`config.mk`:
```
export PLATFORM = sky130hd
export DESIGN_NAME = cond_unit_vec
export DESIGN_NICKNAME = d
export VERILOG_FILES = /design/src/rtl/cond_pkg.sv /design/src/rtl/cond_lane_eval.sv /design/src/rtl/cond_unit_vec.sv
export SDC_FILE = /design/constraint.sdc
export NUM_CORES = 1
export LEC_CHECK = 0
export BUFFER_PORTS_ARGS = -buffer_cell sky130_fd_sc_hd__buf_2
export CAP_MARGIN = 15
export CORE_ASPECT_RATIO = 1.1
export CORE_MARGIN = 3
export CORE_UTILIZATION = 35
export DETAILED_ROUTE_END_ITERATION = 6
export GPL_TIMING_DRIVEN = 0
export SETUP_SLACK_MARGIN = 0.02
export SKIP_LAST_GASP = 1
export SYNTH_ARGS = -nofsm -noshare
export SYNTH_HDL_FRONTEND = slang
export SYNTH_HIERARCHICAL = 1
export SYNTH_SLANG_ARGS = --single-unit
```
`constraint.sdc`:
```
create_clock -name clk -period 2.41 [get_ports clk]
set_clock_uncertainty 0.2 [all_clocks]
set_input_delay 0.482 -clock clk [delete_from_list [all_inputs] [get_ports clk]]
set_output_delay 0.482 -clock clk [all_outputs]
set_load 0.01 [all_outputs]
```
`src/rtl/cond_pkg.sv`:
```
// Shared types for the vector conditional unit: condition codes and NZCV flag layout.
package cond_pkg;

    typedef enum logic [3:0] {
        COND_NV   = 4'b0000,
        COND_AL   = 4'b0001,
        COND_EQ   = 4'b0010,
        COND_NE   = 4'b0011,
        COND_MI   = 4'b0100,
        COND_PL   = 4'b0101,
        COND_CS   = 4'b0110,
        COND_CC   = 4'b0111,
        COND_VS   = 4'b1000,
        COND_VC   = 4'b1001,
        COND_GE   = 4'b1010,
        COND_LT   = 4'b1011,
        COND_GT   = 4'b1100,
        COND_LE   = 4'b1101,
        COND_RSV0 = 4'b1110,
        COND_RSV1 = 4'b1111
    } cond_e;

    localparam int FLAG_N = 3;
    localparam int FLAG_Z = 2;
    localparam int FLAG_C = 1;
    localparam int FLAG_V = 0;

    typedef logic [3:0] flag_t;

endpackage

```
`src/rtl/cond_lane_eval.sv`:
```
// Combinational evaluation of one condition code against one lane's NZCV nibble.
module cond_lane_eval
    import cond_pkg::*;
(
    input  flag_t       flags_i,
    input  logic [3:0]  cond_i,
    output logic        hit_o
);

    logic n, z, c, v;

    always_comb begin
        n = flags_i[FLAG_N];
        z = flags_i[FLAG_Z];
        c = flags_i[FLAG_C];
        v = flags_i[FLAG_V];
        hit_o = 1'b0;
        case (cond_e'(cond_i))
            COND_NV:   hit_o = 1'b0;
            COND_AL:   hit_o = 1'b1;
            COND_EQ:   hit_o = z;
            COND_NE:   hit_o = !z;
            COND_MI:   hit_o = n;
            COND_PL:   hit_o = !n;
            COND_CS:   hit_o = c;
            COND_CC:   hit_o = !c;
            COND_VS:   hit_o = v;
            COND_VC:   hit_o = !v;
            COND_GE:   hit_o = (n == v);
            COND_LT:   hit_o = (n != v);
            COND_GT:   hit_o = !z && (n == v);
            COND_LE:   hit_o = z || (n != v);
            // Reserved encodings behave as "never".
            COND_RSV0: hit_o = 1'b0;
            COND_RSV1: hit_o = 1'b0;
            default:   hit_o = 1'b0;
        endcase
    end

endmodule

```
`src/rtl/cond_unit_vec.sv`:
```
// Multi-lane conditional unit: per-lane flag bank, lane mask, ANY/ALL branch reduction.
// Define COND_BYPASS_EN to forward same-cycle flag writes into the evaluation.
module cond_unit_vec
    import cond_pkg::*;
#(
    parameter int LANES  = 8,
    parameter int FLAG_W = 4
) (
    input  logic                      clk,
    input  logic                      rst,
    input  logic [LANES-1:0]          flag_we,
    input  logic [LANES*FLAG_W-1:0]   flags_in,
    input  logic                      mask_we,
    input  logic [LANES-1:0]          mask_in,
    input  logic                      cond_valid,
    input  logic [3:0]                cond,
    input  logic                      red_all,
    output logic                      jmp_valid,
    output logic                      jmp_sel,
    output logic [LANES-1:0]          pred_mask,
    output logic [LANES*FLAG_W-1:0]   flags_q
);

    // Handshake: cond_valid is a one-shot request with no backpressure; every cycle it is
    // high produces exactly one jmp_valid pulse on the following cycle (no ready signal).

    logic [FLAG_W-1:0] flag_bank_q [LANES];
    logic [FLAG_W-1:0] flag_bank_d [LANES];
    logic [FLAG_W-1:0] eval_flags  [LANES];
    logic [LANES-1:0]  mask_q, mask_d;
    logic [LANES-1:0]  lane_true;
    logic [LANES-1:0]  hit;
    logic              taken;
    logic              jmp_valid_q, jmp_valid_d;
    logic              jmp_sel_q, jmp_sel_d;
    logic [LANES-1:0]  pred_q, pred_d;

    for (genvar i = 0; i < LANES; i++) begin : g_lane
`ifdef COND_BYPASS_EN
        assign eval_flags[i] = flag_we[i] ? flags_in[i*FLAG_W +: FLAG_W] : flag_bank_q[i];
`else
        assign eval_flags[i] = flag_bank_q[i];
`endif
        assign flags_q[i*FLAG_W +: FLAG_W] = flag_bank_q[i];

        cond_lane_eval u_eval (
            .flags_i (eval_flags[i]),
            .cond_i  (cond),
            .hit_o   (lane_true[i])
        );
    end

    always_comb begin
        for (int i = 0; i < LANES; i++) begin
            flag_bank_d[i] = flag_we[i] ? flags_in[i*FLAG_W +: FLAG_W] : flag_bank_q[i];
        end
        mask_d = mask_we ? mask_in : mask_q;

        // The stored mask governs this decision; a mask write lands for the next one.
        hit   = lane_true & mask_q;
        taken = red_all ? ((hit == mask_q) && (|mask_q)) : (|hit);

        jmp_valid_d = cond_valid;
        jmp_sel_d   = cond_valid ? taken : 1'b0;
        pred_d      = cond_valid ? hit : '0;
    end

    always_ff @(posedge clk) begin
        if (rst) begin
            for (int i = 0; i < LANES; i++) begin
                flag_bank_q[i] <= '0;
            end
            mask_q      <= '1;
            jmp_valid_q <= 1'b0;
            jmp_sel_q   <= 1'b0;
            pred_q      <= '0;
        end else begin
            for (int i = 0; i < LANES; i++) begin
                flag_bank_q[i] <= flag_bank_d[i];
            end
            mask_q      <= mask_d;
            jmp_valid_q <= jmp_valid_d;
            jmp_sel_q   <= jmp_sel_d;
            pred_q      <= pred_d;
        end
    end

    assign jmp_valid = jmp_valid_q;
    assign jmp_sel   = jmp_sel_q;
    assign pred_mask = pred_q;

endmodule

```
==> flow_metrics.tcl <==
set metrics [dict create \
    leakage_uw 0.00177 \
    max_cap_viol_count 0 \
    cp.required_ns 2.42 \
    track_usage_pct 14.7 \
    drv_slew 0 \
    ys_seq_elements 50 \
    netlist_top_cells_area "dfxtp_1 33%, mux2i_1 14%, nor2_1 7.0%" \
    grt_max_degree 49 \
    p_per_area_nw_per_um2 530 \
    final_cells 551 \
    drtAntennaViolNets 0 \
    wl_um 7230 \
    slowest_stage "or4_1" \
    diodes 0 \
    max_stage_delay_ns 0.48 \
    h-tree-depth 2 \
    ys_warn_count 6 \
    setup_viol 0 \
    dp.cells 543 \
    post-route-period-util_pct 93.5 \
    cts_tree "built" \
    worst_slack_ns 0.157 \
    synth_top_cell_area_share_pct 32.6 \
    row_count 35 \
    worstSetupPathType "reg -> reg" \
    clk_pin_slew_ns 0.09 \
    r2r_start "flag_bank_q[0][15]" \
    start_kind "register" \
    critPathLaunch "flag_bank_q[0][15]" \
    synth_most_common_cell "nor2_1" \
    hold_violations 0 \
    ys.flop_type "dfxtp_1" \
    clk_path_buf_depth 2 \
    peakVddDrop_mv 0.229 \
    grt_pass1_wl_um 11800 \
    ys_types 30 \
    fillerInstances 844 \
    gp_congestion 0.832 \
    placement.io_buffers 88 \
    timing.critical_path.buf_inv 0 \
    cts_buffers 5 \
    synth.cell_area_um2 3070 \
    syn_nets 401 \
    arrival_ns 2.26 \
    tightestPinTransition_ns 0.674 \
    clock_sinks 50 \
    outcome "finished clean" \
    syn_inst 344 \
    min-delay-start "rst" \
    antenna_found_initial 0 \
    syn_avg_cell_area_um2 8.92 \
    rsz0062_at_grt "false" \
    path_cells "xor2_1 > or4_1 > a31o_1 > o211ai_2 > o22ai_1 > or3_1 > o32ai_2" \
    relSlewSlack_pct 55.1 \
    io_pins 99 \
    via_per_inst 4.91 \
    ys_seq_area_share_pct 32.6 \
    cts_root_buf "clkbuf_8" \
    crit_fanout 6 \
    pre_cts_ws_ns -0.477 \
    drive_gt1_share_pct 32.5 \
    die_area_um2 9930 \
    first_iter_violations 70 \
    die_w_um 95.3 \
    setup_tns_ns 0 \
    hold_path.class "in -> reg" \
    die_h_um 104 \
    vias 2703 \
    core_um2 8450 \
    critPathCaptureType "register" \
    cp_top_family "simple AND/OR/NAND/NOR gates" \
    yosys.area.top_type "dfxtp_1" \
    power_uw 2000 \
    max_freq_mhz 444 \
    initial_utilization_pct 36.3 \
    fin_nets 496 \
    fin_crit_ns 2.25 \
    first_pass_iters 4 \
    dp_hpwl_um 5450 \
    async_reset_ff_share_pct 0 \
    ys_top_cells_by_count "57 x nor2_1, 50 x dfxtp_1, 43 x mux2i_1, 33 x nand2_1, 24 x xnor2_1" \
    syn_to_final_growth_pct 22.9 \
    drc 0 \
    grt_overflow 0 \
    clock_latency_ns 0.30 \
    grt_pass1_vias 2490 \
    wire_per_inst_um 13.1 \
    synth_edf_count 0 \
]
## kinds of logic (layout without fill, tap and decap cells)
kind of cell	Yosys count	after routing	share of synthesized area (%)
and+or+nand+nor	129	129	20.8
AOI/OAI and AO/OA	51	51	14.2
muxes	51	51	17.0
buffers and inverters	31	127	6.28
xor gates and xnor gates	32	32	9.13
DFF	50	50	32.6
## where the power goes
part	switching, uW	total [uW]	internal (uW)
Sequential	48.3	924	876
Clock	279	590	311
Combinational	247	485	238
## area by class of cell
class / count / area (um2) / share of cell area, %
multi-input cells: 263 / 1880 / 49.7
flip-flops and latches: 50 / 1000 / 26.6
repair buffers: 88 / 453 / 12.0
clock inverters: 1 / 30.0 / 0.796
plain buffers: 22 / 159 / 4.21
well taps: 111 / 139 / 3.68
inverters: 9 / 33.8 / 0.896
clock buffers: 7 / 76.3 / 2.02
## sequential cells by signal, summed over array words and instances, names as in the netlist
signal,count
flag_bank_q,32
pred_mask,8
mask_q,8
jmp_valid,1
jmp_sel,1
## metrics by stage
stage | hold WS (ns) | util, % | instance area (um2)
global placement | 0.273 | 43.2 | 3650
detailed placement | 0.269 | 43.2 | 3650
global route | 0.155 | 44.6 | 3770
CTS | 0.163 | 44.5 | 3760
floorplan | 0.245 | - | 3070
finish | 0.163 | 44.6 | 3770
## what timing repair did
item,4_1_cts,5_1_grt
endpoints found under the hold margin,0,0
buffers inserted,0,0
endpoints found under the setup margin,1,1
hold buffers,0,0
resized for setup,2,5
## path summary, 6_finish.rpt
check,to,slack [ns],cells after the start
max,jmp_sel,0.16,7
min,flag_bank_q[0][15],0.16,2
max reg2reg,jmp_sel,0.16,7
min reg2reg,pred_mask[7],0.28,2
## layer usage
layer / vias up / GRT usage [%] / share of wire [%]
met5: - / 0 / 0
met4: 0 / 4.64 / 1.8
met3: 12 / 2.68 / 5.2
met2: 71 / 23.2 / 48
met1: 1226 / 20.0 / 45
li1: 1394 / - / -
## cells in the final DEF (no fill, tap or decap), drive strengths merged, types with 9 or more instances in the layout
cell	count
o2111ai	9
a21oi	9
nor2	57
o211ai	13
mux2i	43
clkbuf	18
o21ai	9
dfxtp	50
buf	99
nand2	33
and2b	16
inv	9
xnor2	24
## worst reg2reg max path, cell delays in order, from the launching register on
cell and delay, ns:
dfxtp_2 0.37, xor2_1 0.17, or4_1 0.48, a31o_1 0.24
o211ai_2 0.10, o22ai_1 0.11, or3_1 0.36, o32ai_2 0.13
Note: power is estimated with default switching activity, not from simulation.
